--- src/rtl/vga_fb_scheduler.sv ---
// Write-port scheduler for a triple-buffered 1-bpp VGA framebuffer: CPU stores, background clear, role rotation.
// Define VGA_FB_VSYNC_SWAP_EN to hold buffer rotation until the frame_start (vblank) pulse.
module vga_fb_scheduler #(
    parameter int          XW        = 10,
    parameter int          YW        = 10,
    parameter int          CLR_LINES = 600,
    parameter logic [23:0] SWAP_ADDR = 24'hFFFFFC,
    parameter int          FAIR_N    = 8
) (
    input  logic               clk,
    input  logic               reset,
    input  logic               cpu_valid,
    input  logic               cpu_we,
    input  logic [23:0]        cpu_addr,
    input  logic [31:0]        cpu_wdata,
    output logic               cpu_ready,
    input  logic               frame_start,
    output logic [2:0]         fb_we,
    output logic [XW+YW-1:0]   fb_waddr,
    output logic               fb_wdata,
    output logic [2:0]         disp_sel,
    output logic               clr_busy
);

    localparam int AW = XW + YW;
    localparam int FW = $clog2(FAIR_N + 1);
    localparam logic [AW-1:0] CLR_LAST = AW'(CLR_LINES * (1 << XW) - 1);
    localparam logic [FW-1:0] FAIR_MAX = FW'(FAIR_N);

    typedef enum logic {S_CLEAR, S_IDLE} state_t;

    state_t          state;
    logic [AW-1:0]   clr_ptr;
    logic [FW-1:0]   fair_cnt;
    logic [2:0]      disp;
    logic [2:0]      draw;
    logic [2:0]      clean;

    logic            cpu_pix;
    logic            cpu_swap;
    logic            force_clr;
    logic            rotate;
    logic            pix_win;
    logic            clr_win;

    assign cpu_pix   = cpu_valid & cpu_we & (cpu_addr[23:20] == 4'h0);
    assign cpu_swap  = cpu_valid & cpu_we & (cpu_addr == SWAP_ADDR);
    assign force_clr = (state == S_CLEAR) && (fair_cnt == FAIR_MAX);

`ifdef VGA_FB_VSYNC_SWAP_EN
    assign rotate = (state == S_IDLE) & cpu_swap & frame_start;
`else
    logic unused_frame_start;
    assign unused_frame_start = frame_start;
    assign rotate = (state == S_IDLE) & cpu_swap;
`endif

    // The whole bus stalls on a forced clear slot; swaps are accepted only when they rotate.
    always_comb begin
        cpu_ready = 1'b1;
        if (cpu_swap)
            cpu_ready = rotate;
        else if (force_clr)
            cpu_ready = 1'b0;
    end

    assign pix_win  = cpu_pix & ~force_clr;
    assign clr_win  = (state == S_CLEAR) & ~pix_win;
    assign disp_sel = disp;
    assign clr_busy = (state == S_CLEAR);

    always_ff @(posedge clk) begin
        if (reset) begin
            state    <= S_CLEAR;
            clr_ptr  <= '0;
            fair_cnt <= '0;
            disp     <= 3'b001;
            draw     <= 3'b010;
            clean    <= 3'b100;
            fb_we    <= 3'b000;
            fb_waddr <= '0;
            fb_wdata <= 1'b0;
        end else begin
            fb_we <= 3'b000;
            if (pix_win) begin
                fb_we    <= draw;
                fb_waddr <= cpu_addr[AW-1:0];
                fb_wdata <= |cpu_wdata;
                if (state == S_CLEAR)
                    fair_cnt <= fair_cnt + 1'b1;
            end else if (clr_win) begin
                fb_we    <= clean;
                fb_waddr <= clr_ptr;
                fb_wdata <= 1'b0;
                clr_ptr  <= clr_ptr + 1'b1;
                fair_cnt <= '0;
                if (clr_ptr == CLR_LAST)
                    state <= S_IDLE;
            end
            // Rotation only happens in IDLE with the swap on the bus, so no write competes.
            if (rotate) begin
                disp     <= draw;
                draw     <= clean;
                clean    <= disp;
                clr_ptr  <= '0;
                fair_cnt <= '0;
                state    <= S_CLEAR;
            end
        end
    end

    assert property (@(posedge clk) disable iff (reset)
        $onehot(disp) && $onehot(draw) && $onehot(clean) &&
        ((disp | draw | clean) == 3'b111) && ((fb_we & disp) == 3'b000));

endmodule

--- config.mk ---
export PLATFORM = sky130hd
export DESIGN_NAME = vga_fb_scheduler
export DESIGN_NICKNAME = d
export VERILOG_FILES = /design/src/rtl/vga_fb_scheduler.sv
export SDC_FILE = /design/constraint.sdc
export NUM_CORES = 1
export LEC_CHECK = 0
export CAP_MARGIN = 20
export CORE_MARGIN = 2
export CORE_UTILIZATION = 52
export CTS_BUF_LIST = sky130_fd_sc_hd__clkbuf_4
export CTS_CLUSTER_SIZE = 8
export DETAILED_ROUTE_END_ITERATION = 6
export GPL_ROUTABILITY_DRIVEN = 0
export PLACE_DENSITY = 0.95
export SYNTH_ARGS = -nofsm -noshare
export SYNTH_HDL_FRONTEND = slang
export SYNTH_SLANG_ARGS = --single-unit
--- constraint.sdc ---
create_clock -name clk -period 5.1 [get_ports clk]
set_input_delay 1.275 -clock clk [delete_from_list [all_inputs] [get_ports clk]]
set_output_delay 1.275 -clock clk [all_outputs]
set_load 0.01 [all_outputs]
Yosys cells after proc, flatten, opt, wreduce, memory -nomap -nowiden
Index checks and enable logic that the tools add are counted.
{"block": "op_classes", "eq_ne": 4, "reduce_logical": 8, "muxes": 11, "bitwise_logic": 9, "addsub": 2}
{"cell": "20-bit 2-to-1 mux", "n": 2}
{"cell": "32-bit OR reduction", "n": 1}
{"cell": "24-bit equality test (second input constant)", "n": 1}
{"cell": "20-bit by 1-bit adder with 20-bit output (second input constant)", "n": 1}
{"cell": "20-bit equality test (second input constant)", "n": 1}
{"cell": "4-bit 2-to-1 mux", "n": 3}
{"cell": "1-bit bitwise AND", "n": 6}
{"cell": "3-bit 2-to-1 mux", "n": 2}
{"cell": "4-bit by 1-bit adder with 4-bit output (second input constant)", "n": 1}
{"cell": "4-bit equality test (second input constant)", "n": 1}
{"cell": "4-bit logical NOT", "n": 1}
{"cell": "1-bit 2-to-1 mux", "n": 4}
{"cell": "2-bit AND reduction", "n": 2}
{"cell": "1-bit NOT", "n": 3}
{"cell": "3-bit AND reduction", "n": 1}
{"cell": "2-bit != test (second input constant)", "n": 1}
{"cell": "2-bit nonzero test", "n": 1}
{"cell": "2-bit OR reduction", "n": 1}
{"cell": "1-bit logical AND", "n": 1}
{"block": "word_totals", "out_inout_bits": 29, "word_cells": 43, "ff_bits": 58, "inputBits": 61}

Longest topological paths before layout
{"block": "depth", "word_depth": 8, "mapped_depth": 8, "ltp_nobuf": 6}

Least setup slack after synthesis
Ideal clock, no wire load.
{"block": "synth_path", "kind": "input port to output port", "from": "input port cpu_addr[0]", "to": "output port cpu_ready", "path_buffers": 0, "required_ps": 3825, "cell_stages": 3, "setup_slack_ps": 1626, "t_arrival_ps": 2199, "cell_sequence": "nand4b_1 nor3_1 a31oi_1"}
{"block": "synth_between", "elab_chain_cells": 4}
{"item": "from (decl)", "line": "14", "rtl": "input logic [23:0] cpu_addr,"}
{"item": "24-bit equality test (*)", "line": "47", "rtl": "assign cpu_swap = cpu_valid & cpu_we & (cpu_addr == SWAP_ADDR);"}
{"item": "1-bit bitwise AND (*)", "line": "47"}
{"item": "1-bit bitwise AND", "line": "55", "rtl": "assign rotate = (state == S_IDLE) & cpu_swap;"}
{"item": "1-bit 2-to-1 mux (*)", "line": "61", "rtl": "if (cpu_swap)"}
{"item": "to (decl)", "line": "16", "rtl": "output logic cpu_ready,"}
Every way passes the cells marked *; elsewhere a longest branch is shown, timed or not.

Final worst setup path
{"block": "layout_path", "from": "input port cpu_addr[18]", "to": "output port cpu_ready"}
The elaborated chain is that of the path after synthesis.

==> results.json <==
{
  "status": "complete, but fails checks",
  "failing_checks": "DRC",
  "insertedDiodeCount": 0,
  "timing.max_slew.rel_slack_pct": 29.0,
  "fillers": 379,
  "worst-path-stages": 5,
  "clock_insertion_delay_worst_skew_ps": 430,
  "final_period_minus_worst_setup_slack_ps": 4310,
  "port_buffers": 88,
  "post-synth-top-count-cell": "sky130_fd_sc_hd__dfxtp_1",
  "drv_slew": 0,
  "cts_setup_buffers": 0,
  "post_synth_inst_count": 361,
  "class_of_the_worst_hold_path": "reg2reg",
  "synthesis.area_mm2": 0.00299,
  "synth_nets": 425,
  "remaining_drc_errors": 2,
  "rsz0062_at_grt": "no",
  "peak_ir_drop_on_the_vdd_network_v": 0.000135,
  "clk_pin_slew_worst_paths_ps": 100,
  "power_density_mw_per_mm2": 228,
  "fp-row-count": 27,
  "final_core_utilization_pct": 72.7,
  "worst_pin_slew_ps": 1060,
  "syn_area_cell_um2": 8.28,
  "initial_utilization_pct": 53.9,
  "num_vias": 3361,
  "worst-path-buf-inv": 2,
  "post-synth-top-area-fraction_pct": 38.9,
  "cts_tree": "built",
  "timing.critical_path.to_type": "output port",
  "cellLeakagePower_uw": 0.00135,
  "cp_cell_sequence": "clkdlybuf4s50_1, nand4_1, nor4_2, a31oi_1, clkdlybuf4s50_1",
  "timing.critical_path.required_ps": 3830,
  "setup.worst_path.class": "in2out",
  "clockRootBuffer": "sky130_fd_sc_hd__clkbuf_4",
  "vias_per_instance": 6.50,
  "arrival_ps": 3040,
  "min_delay_path_depth": 2,
  "cpMostUsedCell": "sky130_fd_sc_hd__clkdlybuf4s50_1",
  "boundaryPins": 90,
  "clock_path_buffers": 2,
  "floorplan.die.width_um": 79.8,
  "critical-path-max-stage-delay_ps": 510,
  "synth-main-ff-cell": "sky130_fd_sc_hd__dfxtp_1",
  "synthesis.yosys.warnings": 0,
  "timing.final.crit_share_pct": 84.6,
  "drive_above_1_share_pct": 7.19,
  "grt_antenna_before_repair": 0,
  "max_cap_violations": 0,
  "startpoint_type": "input pin",
  "cts_resized": 0,
  "clock_sink_count": 58,
  "r2r.worst_path.cells": 5,
  "grt_max_degree": 52,
  "cts-hold-fix-buffers": 0,
  "post-dp-hpwl_mm": 6.10,
  "yosys-top-cells-count": "sky130_fd_sc_hd__dfxtp_1 (58), sky130_fd_sc_hd__nand2_1 (53), sky130_fd_sc_hd__nor2_1 (26)",
  "asyncSetResetFlopFracSynth_pct": 0,
  "globalRoute.totalOverflow": 0,
  "netlist-cell-type-count": 49,
  "finalClockSkew_ps": 11.1,
  "dr.first_iter.drc_count": 468,
  "critPathTopFamily": "buffers and inverters",
  "gr_usage_total_pct": 28.7,
  "drt_pass1_iterations": 7,
  "timing.critical_path.slowest_stage_cell": "sky130_fd_sc_hd__clkdlybuf4s50_1",
  "design.final.nets": 504,
  "chipHeight_um": 79.8,
  "yosysSeqAreaShare_pct": 38.9,
  "fp.dieArea_mm2": 0.00637,
  "synth_top_cells_by_area": "sky130_fd_sc_hd__dfxtp_1 (39%), sky130_fd_sc_hd__nand2_1 (6.7%), sky130_fd_sc_hd__a311oi_1 (6.2%)",
  "numCtsBuffers": 9,
  "setup-violations-final": 0,
  "number_of_flops_mapped_to_enable_cells_by_yosys": 0,
  "achievable-frequency_ghz": 0.232,
  "detail_route.wirelength_mm": 9.03,
  "area_delta_synth_final_pct": 34.9,
  "core-area_mm2": 0.00554,
  "hold_violations": 0,
  "via_count_of_the_first_global_routing_pass": 2995,
  "synth_seq_cells": 58,
  "clock_tree.htree_level_count": 3,
  "yosys.area.top_type": "sky130_fd_sc_hd__dfxtp_1",
  "wire_length_of_the_first_global_routing_pass_mm": 14.3,
  "worstPathMaxFanout": 2,
  "ant_nets": 0,
  "setup-tns-final_ps": 0,
  "post_drt_wl_per_cell_um": 17.5
}
## worst min-delay path, delay by kind of cell, from the launching register on
family / cells / cell delay, ps
flip-flops: 1 / 340
AND/OR/NAND/NOR: 1 / 60
AO/OA/AOI/OAI: 1 / 50
## per-stage QoR
step | hold slack, ps | total power [uW] | setup slack, ps | cells | cell area [um2]
final | 477 | 921 | 786 | 517 | 4030
after global routing | 508 | 947 | 718 | 517 | 4030
after CTS | 476 | 921 | 777 | 517 | 4030
after detailed placement | 461 | 551 | 800 | 501 | 3870
after global placement | 462 | 549 | 801 | 501 | 3870
after floorplan | 442 | 492 | 1630 | 361 | 2990
## path summary, 6_finish.rpt
| check | startpoint | endpoint | slack [ps] |
|---|---|---|---|
| worst max-delay path | cpu_addr[18] | cpu_ready | 790 |
| worst max register to register | state$_SDFFE_PP0P_ | clr_ptr[18]$_SDFFE_PP0P_ | 2450 |
| worst min-delay path | draw[2]$_SDFFE_PP0P_ | fb_we[2]$_SDFF_PP0_ | 480 |
| worst min register to register | draw[2]$_SDFFE_PP0P_ | fb_we[2]$_SDFF_PP0_ | 480 |
## area by class of cell
| type | instances | area (um2) | area share [%] |
|---|---|---|---|
| Clock buffer | 10 | 75.1 | 1.86 |
| Clock inverter | 6 | 81.3 | 2.02 |
| Inverter | 7 | 26.3 | 0.652 |
| Multi-Input combinational cell | 269 | 1660 | 41.3 |
| Sequential cell | 58 | 1160 | 28.8 |
| Tap cell | 72 | 90.1 | 2.24 |
| Timing Repair Buffer | 95 | 933 | 23.2 |
## cell families (layout without fill, tap and decap cells)
family	after synthesis	after routing	share of synthesized area, %
flops	58	58	38.9
xor+xnor	2	2	0.586
compound gates	98	98	23.8
buf+inv	34	118	5.61
simple gates	166	166	29.9
fa+ha+maj	3	3	1.26
## registers in the layout, indices dropped and copies added, names as in the netlist
register  count
clean         3
clr_ptr      20
disp_sel      3
draw          3
fair_cnt      4
fb_waddr     20
fb_wdata      1
fb_we         3
state         1
## report_power, final
group,switching (uW),total (uW),internal (uW)
sequential,4.05,460,456
clock,177,378,201
combinational,31.6,82.8,51.2
## layout by cell type (no fill, tap or decap), types with 9 or more instances in the layout
master,netlist,final
sky130_fd_sc_hd__clkdlybuf4s50_1,0,88
sky130_fd_sc_hd__dfxtp_1,58,58
sky130_fd_sc_hd__nand2_1,53,53
sky130_fd_sc_hd__nor2_1,26,26
sky130_fd_sc_hd__nand4_1,21,21
sky130_fd_sc_hd__a21oi_1,21,21
sky130_fd_sc_hd__a311oi_1,21,21
sky130_fd_sc_hd__nor4_1,12,12
sky130_fd_sc_hd__or4_1,10,10
sky130_fd_sc_hd__o21ai_0,10,10
sky130_fd_sc_hd__clkbuf_4,0,10
sky130_fd_sc_hd__nand3_1,9,9
## per-layer routing
metal	up-vias	global-route usage, %	routed length (um)
li1	1554	-	-
met4	0	12.2	217
met3	24	4.64	808
met5	-	0	0
met1	1587	36.7	3620
met2	196	47.9	4390
No activity file was read; power rests on OpenSTA's default activity.
